==> src/rtl/multichannel_relay_module.sv <==
// Multichannel overcurrent relay: per-channel IDMT timing with dropout,
// latched trips and a shared pick-up, curve and time-multiplier setting.
module multichannel_relay_module #(
    parameter int CHANNELS        = 3,
    parameter int WIDTH           = 16,
    parameter int ACC_WIDTH       = 40,
    parameter int DROPOUT_SAMPLES = 4
) (
    input  logic                      clk_800hz,
    input  logic                      reset,
    input  logic                      sample_valid,
    input  logic [CHANNELS*WIDTH-1:0] I_rms,
    input  logic [WIDTH-1:0]          I_p,
    input  logic [1:0]                curve_sel,
    input  logic [WIDTH-1:0]          tms,
    input  logic                      trip_clear,
    output logic [CHANNELS-1:0]       trip_phase,
    output logic                      trip_signal,
    output logic [CHANNELS-1:0]       pickup
);

    typedef enum logic [1:0] {IDLE, TIMING, DROPOUT, TRIPPED} state_e;

    // Sum width holds acc + largest increment without overflow
    localparam int SW = ((ACC_WIDTH > 2*WIDTH) ? ACC_WIDTH : 2*WIDTH) + 1;
    localparam int CW = $clog2(DROPOUT_SAMPLES + 1);
    localparam logic [SW-1:0] ACC_MAX = {{(SW-ACC_WIDTH){1'b0}}, {ACC_WIDTH{1'b1}}};

    logic [SW-1:0]       thr;
    logic [CHANNELS-1:0] trip_d;
    logic [CHANNELS-1:0] pick_d;

    always_comb begin
        thr = (curve_sel == 2'b00) ? SW'(tms) : (SW'(tms) << 8);
    end

    for (genvar ch = 0; ch < CHANNELS; ch++) begin : g_ch
        logic [WIDTH-1:0]     cur;
        logic [WIDTH-1:0]     excess;
        logic                 oc;
        logic [2*WIDTH-1:0]   sq;
        logic [SW-1:0]        inc;
        logic [SW-1:0]        sum;
        logic [ACC_WIDTH-1:0] acc_upd;
        logic                 hit;
        state_e               st_q, st_d;
        logic [ACC_WIDTH-1:0] acc_q, acc_d;
        logic [CW-1:0]        cnt_q, cnt_d;
        logic                 oc_q, oc_d;

        assign cur    = I_rms[ch*WIDTH +: WIDTH];
        assign oc     = cur > I_p;
        assign excess = cur - I_p;
        assign sq     = {{WIDTH{1'b0}}, excess} * {{WIDTH{1'b0}}, excess};

        always_comb begin
            inc = SW'(1);
            unique case (curve_sel)
                2'b00:   inc = SW'(1);
                2'b01:   inc = SW'(excess);
                2'b10:   inc = SW'(sq >> 8);
                default: inc = SW'(1);
            endcase
            sum     = SW'(acc_q) + inc;
            acc_upd = (sum > ACC_MAX) ? {ACC_WIDTH{1'b1}} : sum[ACC_WIDTH-1:0];
            hit     = (curve_sel == 2'b11) || (SW'(acc_upd) >= thr);
        end

        always_comb begin
            st_d  = st_q;
            acc_d = acc_q;
            cnt_d = cnt_q;
            oc_d  = sample_valid ? oc : oc_q;
            unique case (st_q)
                IDLE: begin
                    if (sample_valid && oc) begin
                        acc_d = acc_upd;
                        st_d  = hit ? TRIPPED : TIMING;
                    end
                end
                TIMING: begin
                    if (sample_valid && oc) begin
                        acc_d = acc_upd;
                        if (hit) st_d = TRIPPED;
                    end else if (sample_valid) begin
                        if (DROPOUT_SAMPLES <= 1) begin
                            st_d  = IDLE;
                            acc_d = '0;
                            cnt_d = '0;
                        end else begin
                            st_d  = DROPOUT;
                            cnt_d = CW'(1);
                        end
                    end
                end
                DROPOUT: begin
                    if (sample_valid && oc) begin
                        acc_d = acc_upd;
                        st_d  = hit ? TRIPPED : TIMING;
                    end else if (sample_valid) begin
                        if (int'(cnt_q) + 1 >= DROPOUT_SAMPLES) begin
                            st_d  = IDLE;
                            acc_d = '0;
                            cnt_d = '0;
                        end else begin
                            cnt_d = cnt_q + CW'(1);
                        end
                    end
                end
                TRIPPED: begin
                    // A coincident sample decides; otherwise the last one does
                    if (trip_clear && !oc_d) begin
                        st_d  = IDLE;
                        acc_d = '0;
                        cnt_d = '0;
                    end
                end
            endcase
        end

        always_ff @(posedge clk_800hz) begin
            if (reset) begin
                st_q  <= IDLE;
                acc_q <= '0;
                cnt_q <= '0;
                oc_q  <= 1'b0;
            end else begin
                st_q  <= st_d;
                acc_q <= acc_d;
                cnt_q <= cnt_d;
                oc_q  <= oc_d;
            end
        end

        assign trip_d[ch] = (st_d == TRIPPED);
        assign pick_d[ch] = (st_d == TIMING);
    end

    always_ff @(posedge clk_800hz) begin
        if (reset) begin
            trip_phase  <= '0;
            trip_signal <= 1'b0;
            pickup      <= '0;
        end else begin
            trip_phase  <= trip_d;
            trip_signal <= |trip_d;
            pickup      <= pick_d;
        end
    end

endmodule

==> config.mk <==
export PLATFORM = sky130hd
export DESIGN_NAME = multichannel_relay_module
export DESIGN_NICKNAME = d
export VERILOG_FILES = /design/src/rtl/multichannel_relay_module.sv
export SDC_FILE = /design/constraint.sdc
export NUM_CORES = 2
export LEC_CHECK = 0
export ABC_AREA = 1
export CORE_UTILIZATION = 50
export CTS_CLUSTER_SIZE = 28
export DETAILED_ROUTE_END_ITERATION = 8
export GPL_ROUTABILITY_DRIVEN = 1
export GPL_TIMING_DRIVEN = 0
export PLACE_DENSITY = 0.81
export SKIP_LAST_GASP = 1
export SLEW_MARGIN = 20
export SYNTH_ARGS = -nofsm -noshare
export SYNTH_HDL_FRONTEND = slang
export SYNTH_SLANG_ARGS = --single-unit
export TNS_END_PERCENT = 30
==> constraint.sdc <==
create_clock -name clk_800hz -period 13.2 [get_ports clk_800hz]
set_clock_uncertainty 0.05 [all_clocks]
set_input_delay 2.64 -clock clk_800hz [delete_from_list [all_inputs] [get_ports clk_800hz]]
set_output_delay 2.64 -clock clk_800hz [all_outputs]
set_load 0.02 [all_outputs]
==> impl_summary.log <==
INFO  metric antenna_found_initial = 1
INFO  metric critical_path_peak_fanout = 10
INFO  metric critical_path.startpoint = I_p[7]
INFO  metric die-height = between 200 and 300 um
INFO  metric syn-mean-instance-area = about 7 um2
INFO  metric critical-path-max-stage-delay = 550 ps
INFO  metric async_reset_ff_frac = 0
INFO  metric postLayoutSetupSlackWorst = -161 ps
INFO  metric failed_checks = negative setup slack
INFO  metric most_congested_layer_reported_by_global_routing = met2
INFO  metric cts_htree_levels = 4
INFO  metric final_core_util = 0.608
INFO  metric cp-endpoint = trip_signal$_SDFF_PP0_
INFO  metric post-route-min-period = 13,360 ps
INFO  metric fillerInstances = 6,587
INFO  metric cts.sinks = between 100 and 150
INFO  metric grt_util_met1 = 0.433
INFO  metric drt-vias-per-instance = 5.60
INFO  metric post_synthesis_instance_area = 0.0389 mm2
INFO  metric timing.final.crit_share = 1.01
INFO  metric grt_setup_unrepaired = true
INFO  metric multi_input_comb_area = 0.0337 mm2
INFO  metric core_area = 0.0765 mm2
INFO  metric maxSlewViolCount = 0
INFO  metric n_antenna_cell = 0
INFO  metric synth.ff_latch_count = ~150
INFO  metric synth-edff-count = 0
INFO  metric io-pin-count = 93
INFO  metric drtPass1Iterations = 8
INFO  metric detail_route.iter0.violations = 3,908
INFO  metric yosysSeqAreaShare = 0.0745
INFO  metric clock_tree.buffer_depth = 2
INFO  metric timing.critical_path.slowest_stage_cell = sky130_fd_sc_hd__fa_1
INFO  metric first_pass_grt_wire_length = 196,000 um
INFO  metric route.detailed.drc = 0
INFO  metric fin_nets = slightly above 7,000
INFO  metric flow.area_growth_from_synthesis = 19.3%
INFO  metric first_global_vias = 37,280
INFO  metric run_status = complete, but fails checks
INFO  metric crit-reg2reg-launch = g_ch[0].acc_q[0]$_SDFFE_PP0P_
INFO  metric syn-instance-count = 5,721
INFO  metric gp_routability_congestion = 1.01
INFO  metric dpl_wire_length = 100,000 um
INFO  metric place.port_buffers = between 90 and 100
INFO  metric timing.critical_path.from_type = input port
INFO  metric met3_usage = 0.0490
INFO  metric drive_above_1_share = 0.147
INFO  metric die-width = between 200 and 300 um
INFO  metric grt_max_degree = 17
INFO  metric overall_via_count_from_detail_route = 39,557
INFO  metric max_slew_margin = 0.269
INFO  metric wl = 128,000 um
INFO  metric worst_r2r_path_depth = 25
INFO  metric clk_root_buffer_cell = sky130_fd_sc_hd__clkbuf_16
INFO  metric tightest_slew = 1100 ps
INFO  metric r2r_setup_slk = 8900 ps
INFO  metric path_clk_slew = 70 ps
INFO  metric floorplan.rows = 101
INFO  metric hold_removal_path_class = reg -> reg
INFO  metric gr-usage-met2 = 0.504
INFO  metric synth_flop_cell = sky130_fd_sc_hd__dfxtp_1
INFO  metric maximum_operating_frequency = 74.8 MHz
INFO  metric synth-warning-count = 0
INFO  metric cp.required = 13,510 ps
INFO  metric gr-total-overflow = 0
INFO  metric cpMostUsedCell = sky130_fd_sc_hd__nand2_1
INFO  metric synth_cell_types = 61
INFO  metric dieArea = a little under 0.08 mm2
INFO  metric synthesis.nets = 6,782
INFO  metric clk-insertion-delay-late = around 460 ps
INFO  metric tritoncts_clock_tree = yes
INFO  metric floorplan.initialDensity = 0.509
INFO  metric worst-setup-path-type = in -> reg
INFO  metric holdBufCountCts = 0
INFO  metric gr-usage-all-layers = 0.316
INFO  metric drt.antenna.violating_nets = 0
INFO  metric layout.area.seq = around 0.0029 mm2
INFO  metric maxCapViolCount = 0
INFO  metric report.final.setup_viol = 5
INFO  metric hold_violation_count_in_the_final_report = 0
INFO  metric reg_to_reg_critical_path_endpoint = trip_signal$_SDFF_PP0_
INFO  metric critPathCaptureType = flip-flop
INFO  metric worst-endpoint-arrival = 13,670 ps
INFO  metric cts_made_buffers = 17
INFO  metric wl_cell = 18.2 um
cells in the mapped netlist, types with 5 or more instances:
cell	instances	area [um2]
sky130_fd_sc_hd__nor2_2	7	43.8
sky130_fd_sc_hd__mux2i_1	7	70.1
sky130_fd_sc_hd__fa_1	495	9910
sky130_fd_sc_hd__a21oi_2	13	114
sky130_fd_sc_hd__a21oi_1	392	1960
sky130_fd_sc_hd__o21bai_1	17	128
sky130_fd_sc_hd__nand3_1	185	926
sky130_fd_sc_hd__nand2_2	13	81.3
sky130_fd_sc_hd__nor2_1	584	2190
sky130_fd_sc_hd__clkinv_1	7	26.3
sky130_fd_sc_hd__nand2_1	1452	5450
sky130_fd_sc_hd__buf_4	7	52.6
sky130_fd_sc_hd__and2_1	7	43.8
sky130_fd_sc_hd__dfxtp_1	145	2900
sky130_fd_sc_hd__or2_2	28	175
sky130_fd_sc_hd__nand4_1	52	325
sky130_fd_sc_hd__a211oi_1	10	75.1
sky130_fd_sc_hd__inv_1	1216	4560
sky130_fd_sc_hd__o221ai_1	6	52.6
sky130_fd_sc_hd__nor3b_1	6	45.0
sky130_fd_sc_hd__nand3_2	10	100
sky130_fd_sc_hd__o211ai_1	9	67.6
sky130_fd_sc_hd__inv_2	6	22.5
sky130_fd_sc_hd__o22ai_1	19	119
sky130_fd_sc_hd__clkbuf_1	69	259
sky130_fd_sc_hd__a31oi_1	11	68.8
sky130_fd_sc_hd__a21o_1	5	37.5
sky130_fd_sc_hd__xor2_1	51	447
sky130_fd_sc_hd__buf_2	26	130
sky130_fd_sc_hd__nor3_1	51	255
sky130_fd_sc_hd__ha_1	480	6010
sky130_fd_sc_hd__o21a_1	16	120
sky130_fd_sc_hd__xnor2_1	61	534
sky130_fd_sc_hd__o21ai_0	139	696
sky130_fd_sc_hd__o2111ai_1	8	70.1
sky130_fd_sc_hd__nand3b_1	14	105
sky130_fd_sc_hd__o21ai_1	16	80.1
sky130_fd_sc_hd__a22oi_1	15	113
sky130_fd_sc_hd__nor4_1	10	62.6
routing by layer:
metal,share of wire,vias to the layer above
li1,-,18313
met1,0.41,18817
met2,0.45,2076
met3,0.10,351
met4,0.041,0
met5,0,-
worst min-delay path by stage:
| stage | start | end | slack, ps | cells past startpoint |
|---|---|---|---|---|
| after floorplan | g_ch[0].cnt_q[2]$_SDFFE_PP0P_ | g_ch[0].cnt_q[2]$_SDFFE_PP0P_ | 390 | 2 |
| after global placement | g_ch[0].cnt_q[2]$_SDFFE_PP0P_ | g_ch[0].cnt_q[2]$_SDFFE_PP0P_ | 400 | 2 |
| after detailed placement | g_ch[0].acc_q[23]$_SDFFE_PP0P_ | g_ch[0].acc_q[23]$_SDFFE_PP0P_ | 410 | 2 |
| after CTS | g_ch[0].acc_q[8]$_SDFFE_PP0P_ | g_ch[0].acc_q[8]$_SDFFE_PP0P_ | 420 | 2 |
| after global routing | g_ch[2].acc_q[16]$_SDFFE_PP0P_ | g_ch[2].acc_q[16]$_SDFFE_PP0P_ | 440 | 2 |
| final | g_ch[0].acc_q[11]$_SDFFE_PP0P_ | g_ch[0].acc_q[11]$_SDFFE_PP0P_ | 420 | 2 |
critical path, delay by kind of cell:
family	cells	cell delay, ps
AND/OR/NAND/NOR	19	2210
AO/OA/AOI/OAI	12	2060
adder cells (fa/ha/maj)	10	4370
buffers and inverters	12	1820
XOR/XNOR	3	550
repair_timing:
| action | CTS | global route |
|---|---|---|
| pin swaps | 151 | 239 |
| cloned | 0 | 2 |
| setup buffers | 119 | 72 |
| setup endpoints to repair | 91 | 10 |
| hold endpoints to repair | 0 | 0 |
| resized for setup | 380 | 399 |
per-stage QoR:
| stage | cells | hold slack (ps) | instance area (um2) | TNS [ps] | setup slack, ps |
|---|---|---|---|---|---|
| floorplan | 5721 | 385 | 38900 | 0 | 447 |
| global placement | 6843 | 400 | 41200 | -106750 | -2880 |
| detailed placement | 6843 | 411 | 41200 | -105840 | -2700 |
| CTS | 6993 | 421 | 44300 | 0 | 4.17 |
| global route | 7066 | 436 | 46500 | -4050 | -545 |
| finish | 7066 | 423 | 46500 | -499 | -161 |
state kept, by name (all words and copies together) (netlist names):
| name | count |
|---|---|
| g_ch.st_q | 6 |
| g_ch.cnt_q | 9 |
| trip_phase | 3 |
| g_ch.oc_q | 3 |
| trip_signal | 1 |
| g_ch.acc_q | 120 |
| pickup | 3 |
final cells by class:
class | instances | area share
multi-input cells | 4237 | 0.725
inverters | 1229 | 0.101
flip-flops and latches | 145 | 0.0625
repair buffers | 284 | 0.0545
well taps | 1030 | 0.0277
plain buffers | 109 | 0.0167
clock buffers | 18 | 0.00945
clock inverters | 14 | 0.00339
kinds of logic (layout without fill, tap and decap cells):
| group | count (synthesis) | after routing | share of synthesized area |
|---|---|---|---|
| buffers and inverters | 1339 | 1654 | 0.131 |
| AND/OR/NAND/NOR | 2437 | 2437 | 0.256 |
| AO/OA/AOI/OAI | 703 | 703 | 0.101 |
| multiplexers | 7 | 7 | 0.00180 |
| XOR/XNOR | 115 | 115 | 0.0264 |
| adder cells (fa/ha/maj) | 975 | 975 | 0.409 |
| flip-flops | 145 | 145 | 0.0745 |
layout by cell type, fill, tap and decap left out, types with 52 or more instances in the layout:
cell type / count
sky130_fd_sc_hd__o21ai_0: 114
sky130_fd_sc_hd__xnor2_1: 58
sky130_fd_sc_hd__nand3_1: 164
sky130_fd_sc_hd__ha_4: 65
sky130_fd_sc_hd__nand4_1: 52
sky130_fd_sc_hd__nand2_1: 1314
sky130_fd_sc_hd__clkdlybuf4s50_1: 82
sky130_fd_sc_hd__buf_4: 182
sky130_fd_sc_hd__a21oi_2: 69
sky130_fd_sc_hd__nor2_1: 526
sky130_fd_sc_hd__nand2_2: 120
sky130_fd_sc_hd__ha_1: 411
sky130_fd_sc_hd__fa_1: 478
sky130_fd_sc_hd__dfxtp_1: 145
sky130_fd_sc_hd__a21oi_1: 322
sky130_fd_sc_hd__inv_1: 1176
Power is left out: the tool's default activity adds up to more than one toggle a clock period on the data nets, which glitch-free logic cannot reach.
==> RTL edit, RTL diff (same flow settings) <==
The parameter `DROPOUT_SAMPLES` goes from 4 to 2.
--- a/src/rtl/multichannel_relay_module.sv
+++ b/src/rtl/multichannel_relay_module.sv
@@ -5,5 +5,5 @@
     parameter int WIDTH           = 16,
     parameter int ACC_WIDTH       = 40,
-    parameter int DROPOUT_SAMPLES = 4
+    parameter int DROPOUT_SAMPLES = 2
 ) (
     input  logic                      clk_800hz,
Function: not settled (the Yosys comparison gave no result); the edit may change what the design does.
==> RTL edit against the unedited design <==
First-iteration DRC count fell by 8.4%; sequential cell count fell by 3; critical path type unchanged; the run still ends with setup timing left; maximum frequency fell by 0.37%; count of clock-buffer cells in the layout did not move; sequential share of layout area fell by 0.13 points; setup slack got worse by 50 ps; area after synthesis fell by 0.14%; design area barely moved; die area fell by 0.14%; largest cell class unchanged; critical path depth did not move; routed wire length rose by 1.8%; register-to-register slack improved by 30 ps.
Power is not shown: default switching activity piles up to over one toggle a cycle in this logic, so the estimate is an artifact.
==> RTL edit: results (changes against the unedited design) <==
\begin{tabular}{lr}
\hline
Metric & Value \\
\hline
\multicolumn{2}{l}{\textbf{Run status}} \\
\quad Status & finished with violations \\
\quad Failing checks & setup timing \\
\multicolumn{2}{l}{\textbf{Global route}} \\
\quad Wire length of the first global-routing pass & 198000 um (+1.1\%) \\
\quad Met2 track demand over resource in global routing & 0.513 (+0.00899) \\
\quad Maximum number of pins on one net before global-route repair & 18 (+1) \\
\quad Fraction of met3 tracks used by global routing & 0.0556 (+0.00665) \\
\quad Overall fraction of global-route tracks in use & 0.320 (+0.00387) \\
\quad Via count of the first global-routing pass & 38000 (+2.0\%) \\
\multicolumn{2}{l}{\textbf{Drt}} \\
\quad Average detailed-routed wire length per instance & 18.7 um (+2.8\%) \\
\quad 1st-iter DRT viols & 3581 (-8.4\%) \\
\quad Number of vias after detailed routing & 39100 (-1.2\%) \\
\quad Number of optimization iterations in the first detailed-route pass & 6 (-2) \\
\multicolumn{2}{l}{\textbf{Synth}} \\
\quad Complex-gate fraction of the synthesized area & 0.103 (+0.00176) \\
\quad Post-synth top cells & nand2\_1, inv\_1, nor2\_1 \\
\quad Main area contributors after synthesis & fa\_1, ha\_1, nand2\_1, inv\_1, dfxtp\_1 \\
\quad Xor and xnor area share after synthesis & 0.0278 (+0.00139) \\
\quad Share of synthesized area spent on multiplexers & 0.00180 (+0.00000261) \\
\quad Count of different cell masters after synthesis & 70 (+15\%) \\
\quad Sequential-to-total area share from yosys stat & 0.0731 (-0.00144) \\
\quad Post-synth net total & 6720 (-0.91\%) \\
\multicolumn{2}{l}{\textbf{Timing}} \\
\quad Worst Max-Slew Pin Slew & 1200 ps (+106 ps) \\
\quad Count of final setup violators & 4 (-1) \\
\quad Fin worst setup slack & -211 ps (-49.8 ps) \\
\multicolumn{2}{l}{\textbf{Finish}} \\
\quad Clock network contribution to total cell area & 0.0127 (-0.000119) \\
\quad Number of nets in the finished design & 7021 (-0.89\%) \\
\quad Multi-input logic portion of the cell area & 0.725 (about the same) \\
\quad Filler cell count in the final layout & 6521 (-1.0\%) \\
\quad End-of-flow core utilization & 0.608 (about the same) \\
\multicolumn{2}{l}{\textbf{Clock network}} \\
\quad Post-cts resize count & 408 (+7.4\%) \\
\quad Post-CTS Repair Setup Buffers & 98 (-18\%) \\
\multicolumn{2}{l}{\textbf{Critical path}} \\
\quad WP data arrival & 13710 ps (+40 ps) \\
\quad Biggest fanout along the worst timing path & 7 (-3) \\
\multicolumn{2}{l}{\textbf{Place}} \\
\quad Routability-driven placement congestion ratio & 1.01 (-0.36\%) \\
\hline
\end{tabular}
## RTL edit: cell types whose count changed in the layout (fill, tap and decap cells not counted), sizes merged, moves of 6 or more
cell,before,now
clkbuf,83,89
a22oi,15,6
xor2,54,61
o21ai,159,144
nor2,592,563
inv,1225,1201
clkdlybuf4s50,82,75
clkinvlp,10,21
nand2,1466,1437
## RTL edit: worst paths after layout
check                                 from                             to  cells after the start
min          g_ch[2].acc_q[9]$_SDFFE_PP0P_  g_ch[2].acc_q[9]$_SDFFE_PP0P_                      2
max                                I_p[11]         trip_signal$_SDFF_PP0_                     56
max reg2reg  g_ch[0].acc_q[0]$_SDFFE_PP0P_         trip_signal$_SDFF_PP0_                     32
min reg2reg  g_ch[2].acc_q[9]$_SDFFE_PP0P_  g_ch[2].acc_q[9]$_SDFFE_PP0P_                      2
## RTL edit: critical path, delay by kind of cell
kind                     cells  cell delay, ps
adder cells (fa/ha/maj)     10            4400
AND/OR/NAND/NOR             23            2980
AO/OA/AOI/OAI               10            1700
buffers and inverters       12            1730
XOR/XNOR                     1             220
## RTL edit: stage by stage
stage	setup WS [ps]	instances	hold slack [ps]	TNS (ps)
after global placement	-3230	6778	407	-138490
after floorplan	374	5656	398	0
after detailed placement	-3280	6778	413	-141770
after global routing	-670	6999	444	-4400
after CTS	2.98	6906	423	0
final	-211	6999	423	-626
## RTL edit: logic make-up after synthesis
kind of cell / after synthesis
and+or+nand+nor: 2374
buffers and inverters: 1330
adders and majority gates: 978
AOI/OAI and AO/OA: 704
DFF: 142
xor gates and xnor gates: 121
muxes: 7
## RTL edit: layer usage
layer / routed length [um] / vias up
met5: 65 / -
met4: 8320 / 6
li1: - / 18100
met1: 50100 / 18500
met2: 59400 / 2028
met3: 12900 / 477
